`src/rtl/alu_issue_ctrl.sv`:
```
// ---------------------------------------------------------------------------
// alu_issue_ctrl
//
// Issue/response controller placed directly in front of the 32-bit ALU.
// It accepts one operation at a time over a valid/ready request handshake.
// It then drives registered operands and opcode into the ALU and holds them
// for one cycle, or for MOD_LATENCY extra cycles on the multi-cycle mod op
// (opcode 3'b111). Finally it captures the ALU result into a response
// register, which is offered over a second valid/ready handshake.
//
// Optional feature:
//   ALU_ISSUE_ZERO_FLAG_EN - when defined, adds output rsp_zero. This flag is
//                            registered at capture as (alu_result == 0).
//
// Parameters:
//   MOD_LATENCY  extra hold cycles for the mod op (legal range 1..255)
//
// Ports:
//   clk          clock, rising edge
//   rst          asynchronous active-high reset
//   req_valid    request present
//   req_ready    controller can accept a request (IDLE and not in reset)
//   req_a/req_b  request operands
//   req_op       request opcode
//   alu_a/alu_b  registered operands to ALU
//   alu_op       registered opcode to ALU (3'b000 outside EXEC)
//   alu_result   ALU result
//   rsp_valid    response present (RESP state)
//   rsp_ready    consumer accepts response
//   rsp_result   captured ALU result
//   rsp_op       opcode that produced rsp_result
//   rsp_zero     (ALU_ISSUE_ZERO_FLAG_EN only) captured result was zero
//   busy         high in EXEC or RESP
// ---------------------------------------------------------------------------
module alu_issue_ctrl #(
    parameter int unsigned MOD_LATENCY = 34
) (
    input  logic        clk,
    input  logic        rst,
    input  logic        req_valid,
    output logic        req_ready,
    input  logic [31:0] req_a,
    input  logic [31:0] req_b,
    input  logic [2:0]  req_op,
    output logic [31:0] alu_a,
    output logic [31:0] alu_b,
    output logic [2:0]  alu_op,
    input  logic [31:0] alu_result,
    output logic        rsp_valid,
    input  logic        rsp_ready,
    output logic [31:0] rsp_result,
    output logic [2:0]  rsp_op,
`ifdef ALU_ISSUE_ZERO_FLAG_EN
    output logic        rsp_zero,
`endif
    output logic        busy
);

    localparam int unsigned DATA_W  = 32;
    localparam logic [2:0]  OP_MOD  = 3'b111;
    localparam logic [2:0]  OP_IDLE = 3'b000;
    localparam logic [7:0]  MOD_CNT = 8'(MOD_LATENCY);

    typedef enum logic [1:0] {
        IDLE = 2'd0,
        EXEC = 2'd1,
        RESP = 2'd2
    } state_t;

    state_t            state;
    logic [7:0]        cnt;
    logic [DATA_W-1:0] alu_a_q;
    logic [DATA_W-1:0] alu_b_q;
    logic [2:0]        alu_op_q;
    logic [DATA_W-1:0] rsp_result_q;
    logic [2:0]        rsp_op_q;
`ifdef ALU_ISSUE_ZERO_FLAG_EN
    logic              rsp_zero_q;
`endif

    // Handshake flags depend on state only, so no combinational path runs
    // from req_valid or rsp_ready to any output. req_ready is also masked
    // by rst. The async reset already forces IDLE, and without the mask
    // the controller would advertise readiness while it is held in reset.
    assign req_ready = (state == IDLE) && !rst;
    assign rsp_valid = (state == RESP);
    assign busy      = (state != IDLE);

    assign alu_a      = alu_a_q;
    assign alu_b      = alu_b_q;
    assign alu_op     = alu_op_q;
    assign rsp_result = rsp_result_q;
    assign rsp_op     = rsp_op_q;
`ifdef ALU_ISSUE_ZERO_FLAG_EN
    assign rsp_zero   = rsp_zero_q;
`endif

    always_ff @(posedge clk or posedge rst) begin
        if (rst) begin
            state        <= IDLE;
            cnt          <= 8'd0;
            alu_a_q      <= '0;
            alu_b_q      <= '0;
            alu_op_q     <= OP_IDLE;
            rsp_result_q <= '0;
            rsp_op_q     <= OP_IDLE;
`ifdef ALU_ISSUE_ZERO_FLAG_EN
            rsp_zero_q   <= 1'b0;
`endif
        end else begin
            case (state)
                IDLE: begin
                    if (req_valid) begin
                        alu_a_q  <= req_a;
                        alu_b_q  <= req_b;
                        alu_op_q <= req_op;
                        rsp_op_q <= req_op;
                        cnt      <= (req_op == OP_MOD) ? MOD_CNT : 8'd0;
                        state    <= EXEC;
                    end
                end
                EXEC: begin
                    if (cnt != 8'd0) begin
                        cnt <= cnt - 8'd1;
                    end else begin
                        rsp_result_q <= alu_result;
`ifdef ALU_ISSUE_ZERO_FLAG_EN
                        rsp_zero_q   <= (alu_result == '0);
`endif
                        // Dropping the opcode here ensures the ALU sees a
                        // non-mod cycle between two mod starts. The operands
                        // are left as they are because only the opcode
                        // starts an ALU operation.
                        alu_op_q     <= OP_IDLE;
                        state        <= RESP;
                    end
                end
                RESP: begin
                    if (rsp_ready) begin
                        state <= IDLE;
                    end
                end
                default: begin
                    state    <= IDLE;
                    alu_op_q <= OP_IDLE;
                end
            endcase
        end
    end

endmodule

```
`config.mk`:
```
export PLATFORM = sky130hd
export DESIGN_NAME = alu_issue_ctrl
export DESIGN_NICKNAME = d
export VERILOG_FILES = /design/src/rtl/alu_issue_ctrl.sv
export SDC_FILE = /design/constraint.sdc
export NUM_CORES = 1
export LEC_CHECK = 0
export BUFFER_PORTS_ARGS = -buffer_cell sky130_fd_sc_hd__buf_4
export CORE_AREA = 2 2 96 98
export CTS_BUF_LIST = sky130_fd_sc_hd__clkbuf_4
export DETAILED_ROUTE_END_ITERATION = 8
export DIE_AREA = 0 0 98 100
export PLACE_DENSITY = 0.86
export REMOVE_ABC_BUFFERS = 1
export SKIP_CTS_REPAIR_TIMING = 1
export SLEW_MARGIN = 20
export SYNTH_ARGS = -nofsm -noshare
export SYNTH_HDL_FRONTEND = slang
export SYNTH_SLANG_ARGS = --single-unit
```
`constraint.sdc`:
```
create_clock -name clk -period 5.5 [get_ports clk]
set_input_delay 1.1 -clock clk [delete_from_list [all_inputs] [get_ports clk]]
set_output_delay 1.1 -clock clk [all_outputs]
set_load 0.05 [all_outputs]
```
==> results of run 1 <==
-- metal layers --
layer	track usage	wire length, microns	vias to the layer above
met1	0.268	4240	1735
met4	0.0951	348	0
met3	0.0515	603	29
met5	0	0	-
li1	-	-	1753
met2	0.398	5890	122
-- kinds of logic after synthesis --
family | share of synthesized area
simple gates | 0.210
flops | 0.633
mux | 0.0904
buf+inv | 0.0277
compound gates | 0.0328
fa+ha+maj | 0.00565
-- stage by stage --
stage | cell area [sq um] | utilization | hold WS (ps)
finish | 6200 | 0.698 | 494
global route | 6200 | 0.698 | 522
CTS | 6200 | 0.698 | 501
detailed placement | 6060 | 0.682 | 464
global placement | 6060 | 0.682 | 460
floorplan | 4330 | - | 468
-- how the worst min path moves through the flow --
stage                            to      start  cells past startpoint  slack (ps)
after floorplan              cnt[0]     cnt[0]                      1         470
after global placement    rsp_op[2]  rsp_op[2]                      2         460
after detailed placement  alu_a[16]  alu_a[16]                      2         460
after CTS                  alu_b[1]   alu_b[1]                      2         500
after global routing      alu_b[21]  alu_b[21]                      2         520
final                      alu_b[1]   alu_b[1]                      2         490
-- sequential cells by signal, summed over array words and instances, names as in the netlist --
register / flops
alu_op: 3
alu_a: 32
alu_b: 32
state: 2
rsp_result: 32
cnt: 8
rsp_op: 3
-- cell usage in the layout (no fill, tap or decap), types with 2 or more instances in the layout --
cell type	n
buf_4	211
mux2_2	32
mux2i_1	4
inv_1	6
ha_1	2
nand2b_1	2
o21ai_0	6
clkinvlp_4	2
nor4_1	2
clkbuf_4	10
nor3b_2	2
a31oi_1	2
nor2_1	3
or4_1	3
nand2_1	202
a21oi_1	3
dfrtp_1	112
a21o_1	2
or3b_2	2
-- critical path, cell delays in order, from the launching register on --
cell and delay [ps]:
dfrtp_1 520, or2_2 350, nor2_1 90, buf_4 200
-- final cells by class --
class / count / area [sq um] / share of cell area
clock buffer: 10 / 75.1 / 0.0121
clock inverter: 6 / 68.8 / 0.0111
inverter: 7 / 28.8 / 0.00464
multi-input combinational: 284 / 1510 / 0.243
sequential: 112 / 2800 / 0.452
tap: 111 / 139 / 0.0224
timing repair buffer: 211 / 1580 / 0.255
==> impl_results.md, run 1 <==
* R2R depth at 3
* Total congestion overflow at 0
* DRT iter0 DRCs at ~140
* MaxCap Viol Count at 0
* CP startpoint kind: flop
* Via count at approximately 3.6k
* Post-synthesis sequential area ratio at 0.633
* Pre-CTS WS at 2770 ps
* Largest net degree at the start of global routing at 63
* Cell Area, Synth at 4430 sq um
* Final Net Count at 730
* I/O Pins at around 210
* Final Skew at approximately 24 ps
* Core area at 8890 sq um
* CP max FO at 10
* 1st-pass router iterations at 4
* Yosys cell types at 38
* Number of clock sinks at about 110
* Die height at 100 microns
* Synth area leaders: dfrtp_1, nand2_1, mux2_2, clkbuf_1, mux2i_1
* R2R Path End: rsp_result[16]
* Hold Crit Class: reg -> reg
* Mapped Cells at 424
* Share of the synthesized area in the top cell type at 0.633
* Tmin final at roughly 2700 ps
* FFs w/ async S/R, synth at 1.00
* Clock root buffer: clkbuf_4
* Area Overhead vs Synth at 40.2%
* ANT cells at 0
* Post-synth EDFFs at 0
* Synth Area per Inst at 10.4 sq um
* Seq cells post-synth at ~110
* RSZ-0062 raised after global routing: false
* Most used DFF post-synth: dfrtp_1
* Die area at 9800 sq um
* Crit path kind: reg -> out
* Row cnt at 35
* Most common cell in the synthesized netlist: nand2_1
* Worst Max-Slew Pin Slew at approximately 850 ps
* # fillers at 673
* Layout cell share with drive strength beyond 1 at 0.424
* Worst-skew pair later-pin latency at about 440 ps
* Placed cells at 725
* Fin cells at between 700 and 800
* Reg2Reg Launch Point: cnt[2]
* Htree depth at 3
* Vias in the first global route at just under 4k
* Starting Density at 0.498
* Worst path required time at roughly 4400 ps
* Vias per std cell at roughly 4.9
* Clock buffer count from CTS at 9
* First-pass GRT wire length at ~18,000 microns
* Worst Setup SP: state[0]
* GR Util All Layers at 0.226
* Period utilization at 0.488
* Worst setup margin at between 2000 and 3000 ps
* YS warnings at 0
* IO buf count at 207
* Status: finished clean
* Slew HR at 0.433
* Max Slew Vio Count at 0
* Setup TNS at 0 ps
* Clk pin slew, worst setup/hold paths at approximately 160 ps
* Synth top cells by count: nand2_1, dfrtp_1, mux2_2
* Placed wire-length estimate at between 8000 and 9000 microns
* Gp weighted congestion at 0.781
* Maximum clock path buffer count at 2
* Antenna Nets Post-Route at 0
* Initial antenna violation count at 0
* Final WL at 11,100 microns
* Cell taking the most area after synthesis: dfrtp_1
* CP endpoint kind: output port
* CP Capture Point: req_ready
* Final setup vio count at 0
* Chip width at ~98 microns
* FF-to-FF setup slack at between 2000 and 3000 ps
* CTS tree: done
* WL per Instance at approximately 15 microns
* Final hold vios at 0
* Data arrival, critical path at ~1600 ps
* Remaining DRCs at 0
* Fmax at between 0.3 and 0.4 GHz
Power of run 1 is left out: the tool's default activity adds up to more than one toggle a clock period on the data nets, which glitch-free logic cannot reach.
==> run 2: changes to the inputs <==
CORE_AREA = 2 2 100 102   (was 2 2 96 98)
DIE_AREA = 0 0 102 104   (was 0 0 98 100)
PLACE_DENSITY = 0.8   (was 0.86)
clock period = 2.5 ns   (was 5.5 ns; I/O delays follow)
==> run 2 against run 1 <==
Non-clock buffer count increased by 4. Routed wire length shrank 0.62%. Highest routed layer unchanged. Flip-flop and latch count unchanged.
==> impl_results.md, run 2 (synthesized netlist as in run 1, its figures left out) <==
* MaxCap Viol Count at 0 (unchanged)
* Crit path kind: reg -> out
* CP endpoint kind: output port
* Largest net degree at the start of global routing at 65 (+3.2%)
* First-pass GRT wire length at 17,600 microns (-1.7%)
* Final setup vio count at 0 (unchanged)
* Vias in the first global route at 3,690 (-4.0%)
* Setup TNS at 0 ps (unchanged)
* Final hold vios at 0 (unchanged)
* Via count at 3,671 (+0.88%)
* CTS tree: done
* Number of clock sinks at 112 (unchanged)
* Final WL at 11,000 microns (-0.62%)
* ANT cells at 0 (unchanged)
* Die area at 10,600 sq um (+8.2%)
* WL per Instance at 14.3 microns (-4.0%)
* Gp weighted congestion at 0.787 (+0.70%)
* Final Skew at 20.2 ps (-3.47 ps)
* Core area at 9550 sq um (+7.4%)
* Htree depth at 3 (unchanged)
* Final Instance Area at 6240 sq um (+0.65%)
* DRT iter0 DRCs at 126 (-12%)
* Fmax at between 0.4 and 0.5 GHz
* Final Util at 0.654 (-0.0440)
* Slew HR at 0.563 (+0.130)
* Chip width at 102 microns (+4.1%)
* Layout cell share with drive strength beyond 1 at 0.427 (+0.00364)
* Most frequent cells in the layout: buf_4, nand2_1, dfrtp_1
* Dpl cell area at 6120 sq um (+1.0%)
* Pre-CTS WS at 569 ps (-2210 ps)
* Hold_sp: rsp_ready
* Maximum clock path buffer count at 2 (unchanged)
* Commonest non-fill, non-tap cell in the layout: buf_4
* Worst setup margin at 420 ps (-2400 ps)
* Data arrival, critical path at 1580 ps (about the same)
* Worst Setup SP: state[0]
* Period utilization at 0.832
* 1st-pass router iterations at 4 (unchanged)
* GR Util All Layers at 0.212 (-0.0144)
* Initial antenna violation count at 0 (unchanged)
* Placed wire-length estimate at 8220 microns (-2.0%)
* Reg2Reg Launch Point: cnt[0]
* Clock buffer count from CTS at 9 (unchanged)
* RSZ-0062 raised after global routing: false
* Remaining DRCs at 0 (unchanged)
* Tmin final at around 2100 ps
* I/O Pins at 208 (unchanged)
* Status: finished clean
* CP max FO at 10 (unchanged)
* Row cnt at 36 (+2.9%)
* Die height at 104 microns (+4.0%)
* Hold Crit Class: in -> reg
* Worst Max-Slew Pin Slew at 649 ps (-201 ps)
* Final Net Count at 734 (+0.55%)
* Total congestion overflow at 0 (unchanged)
* Vias per std cell at 4.79 (-2.5%)
* Max Slew Vio Count at 0 (unchanged)
* Starting Density at 0.464 (-0.0344)
* Worst-skew pair later-pin latency at 450 ps (about the same)
* Clk pin slew, worst setup/hold paths at 170 ps (about the same)
* Clock root buffer: clkbuf_4
* Worst path required time at 2000 ps (-2400 ps)
* Area Overhead vs Synth at 41.1%
* IO buf count at 207 (unchanged)
* # fillers at 817 (+21%)
* Antenna Nets Post-Route at 0 (unchanged)
* CP startpoint kind: flop
run 2: worst max-delay path, stage by stage, from the launching register on:
cell,delay [ps]
dfrtp_1,500
or2_2,340
nor2_1,100
buf_4,200
run 2: metrics by stage:
stage | hold slack [ps] | cells
2_1_floorplan | 468 | 403
3_3_place_gp | 434 | 750
3_5_place_dp | 443 | 750
4_1_cts | -73.6 | 766
5_1_grt | 192 | 767
6_report | 210 | 767
run 2: cell type report:
class	count	area, sq um	area share
clock inverter	6	36.3	0.00581
tap	133	166	0.0266
multi-input combinational	284	1510	0.241
sequential	112	2800	0.449
timing repair buffer	215	1630	0.261
inverter	7	28.8	0.00461
clock buffer	10	75.1	0.0120
run 2: worst paths after layout:
path | slack, ps | endpoint | cells past startpoint
max | 420 | req_ready | 3
min | 210 | state[1] | 2
max reg2reg | 530 | cnt[0] | 5
min reg2reg | 490 | alu_b[11] | 2
max in group asynchronous | 1300 | alu_b[30] | 4
min in group asynchronous | 510 | alu_a[1] | 3
run 2: routing by layer:
metal	vias up	share of wire	track usage
li1	1772	-	-
met1	1766	0.39	0.255
met2	113	0.53	0.363
met3	20	0.052	0.0457
met4	0	0.024	0.0876
met5	-	0	0
Power of run 2 is left out for the same reason.
==> run 3: changes to the inputs <==
clock period = 2 ns   (was 2.5 ns; I/O delays follow)
==> run 3 against run 2 <==
Via count up 0.65%. Register-to-register slack worse by 440 ps. Flip-flop and latch count stayed put. Global-route usage is 0.20 points higher. Worst hold slack worse by 170 ps. Critical path type unchanged.
==> impl_results.md, run 3 (synthesized netlist as in run 1, its figures left out) <==
* Layout cell share with drive strength beyond 1 at 0.432 (+0.00495)
* Period utilization at 0.960
* Final Net Count at 736 (+0.27%)
* Most frequent cells in the layout: buf_4, nand2_1, dfrtp_1
* Remaining DRCs at 0 (unchanged)
* Worst-skew pair later-pin latency at 450 ps (about the same)
* Max Slew Vio Count at 0 (unchanged)
* Worst Max-Slew Pin Slew at 614 ps (-35.1 ps)
* Placed cells at 753 (+0.40%)
* MaxCap Viol Count at 0 (unchanged)
* Via count at 3,695 (+0.65%)
* Antenna Nets Post-Route at 0 (unchanged)
* CP startpoint kind: flop
* Clock root buffer: clkbuf_4
* Clock buffer count from CTS at 9 (unchanged)
* Fin cells at 769 (+0.26%)
* Final setup vio count at 0 (unchanged)
* Die height at 104 microns (unchanged)
* RSZ-0062 raised after global routing: false
* Clk pin slew, worst setup/hold paths at 180 ps (about the same)
* ANT cells at 0 (unchanged)
* # fillers at 821 (+0.49%)
* Htree depth at 3 (unchanged)
* GRT Max-Usage Layer: met2
* Vias in the first global route at 3,779 (+2.4%)
* Chip width at 102 microns (unchanged)
* GR Util All Layers at 0.214 (+0.00204)
* Data arrival, critical path at 1520 ps (-60 ps)
* Core area at 9550 sq um (unchanged)
* M2 GR Usage at 0.382 (+0.0193)
* Starting Density at 0.464 (unchanged)
* Commonest non-fill, non-tap cell in the layout: buf_4
* CP endpoint kind: output port
* Area Overhead vs Synth at 42.3%
* Tmin final at 1920 ps
* IO buf count at 207 (unchanged)
* Worst path required time at 1600 ps (-400 ps)
* Crit path kind: reg -> out
* Placed wire-length estimate at 8270 microns (+0.56%)
* Final Skew at 30.6 ps (+10.4 ps)
* Maximum clock path buffer count at 2 (unchanged)
* Met3 GRT Util at 0.0323 (-0.0134)
* Met1 global-route usage at 0.255 (-0.000670)
* Row cnt at 36 (unchanged)
* Die area at 10,600 sq um (unchanged)
* Number of clock sinks at 112 (unchanged)
* Hold Crit Class: in -> async
* I/O Pins at 208 (unchanged)
* Initial antenna violation count at 0 (unchanged)
* Final hold vios at 0 (unchanged)
* CP max FO at 9 (-1)
* DRT iter0 DRCs at 89 (-29%)
* Largest net degree at the start of global routing at 113 (+74%)
* Status: finished clean
* First-pass GRT wire length at 18,000 microns (+2.2%)
* Slew HR at 0.591 (+0.0274)
* Gp weighted congestion at 0.803 (+2.1%)
* Final WL at 11,200 microns (+1.9%)
* 1st-pass router iterations at 4 (unchanged)
* WL per Instance at 14.6 microns (+1.6%)
* Vias per std cell at 4.80 (+0.39%)
* Fmax at between 0.5 and 0.6 GHz
* Total congestion overflow at 0 (unchanged)
* CTS tree: done
run 3: area by class of cell:
| cell class | instances | area (sq um) | area share |
|---|---|---|---|
| clock buffer | 9 | 67.6 | 0.0107 |
| clock inverter | 7 | 52.6 | 0.00834 |
| inverter | 7 | 28.8 | 0.00457 |
| multi-input combinational | 284 | 1510 | 0.240 |
| sequential | 112 | 2800 | 0.445 |
| tap | 133 | 166 | 0.0264 |
| timing repair buffer | 217 | 1670 | 0.265 |
run 3: path summary, 6_finish.rpt:
kind	from	endpoint	slack [ps]	cells after the start
max in group asynchronous	rst	cnt[2]	1460	3
max reg2reg	cnt[0]	cnt[5]	90	3
min in group clk	req_b[25]	alu_b[25]	120	3
min reg2reg	alu_b[9]	alu_b[9]	500	2
min	rst	rsp_result[5]	40	3
max	state[0]	req_ready	80	4
run 3: worst max-delay path, stage by stage, from the launching register on:
cell and delay [ps]:
dfrtp_1 410, buf_4 160, or2_4 260, nor2_2 90
buf_6 160
run 3: layer usage:
layer  vias up  routed length (microns)
li1       1776                        -
met2        97                     6120
met1      1806                     4350
met3        16                      515
met5         -                        0
met4         0                      216
run 3: through the flow:
step / utilization / area (sq um) / hold slack [ps] / worst slack [ps] / TNS (ps)
final: 0.660 / 6300 / 36.6 / 80.9 / 0
after global routing: 0.660 / 6300 / 90.6 / 1.44 / 0
after CTS: 0.659 / 6290 / 82.9 / -46.9 / -46.9
after detailed placement: 0.646 / 6170 / 465 / 117 / 0
after global placement: 0.646 / 6170 / 458 / 163 / 0
after floorplan: - / 4330 / 468 / -2650 / -326530
Power of run 3 is left out for the same reason.
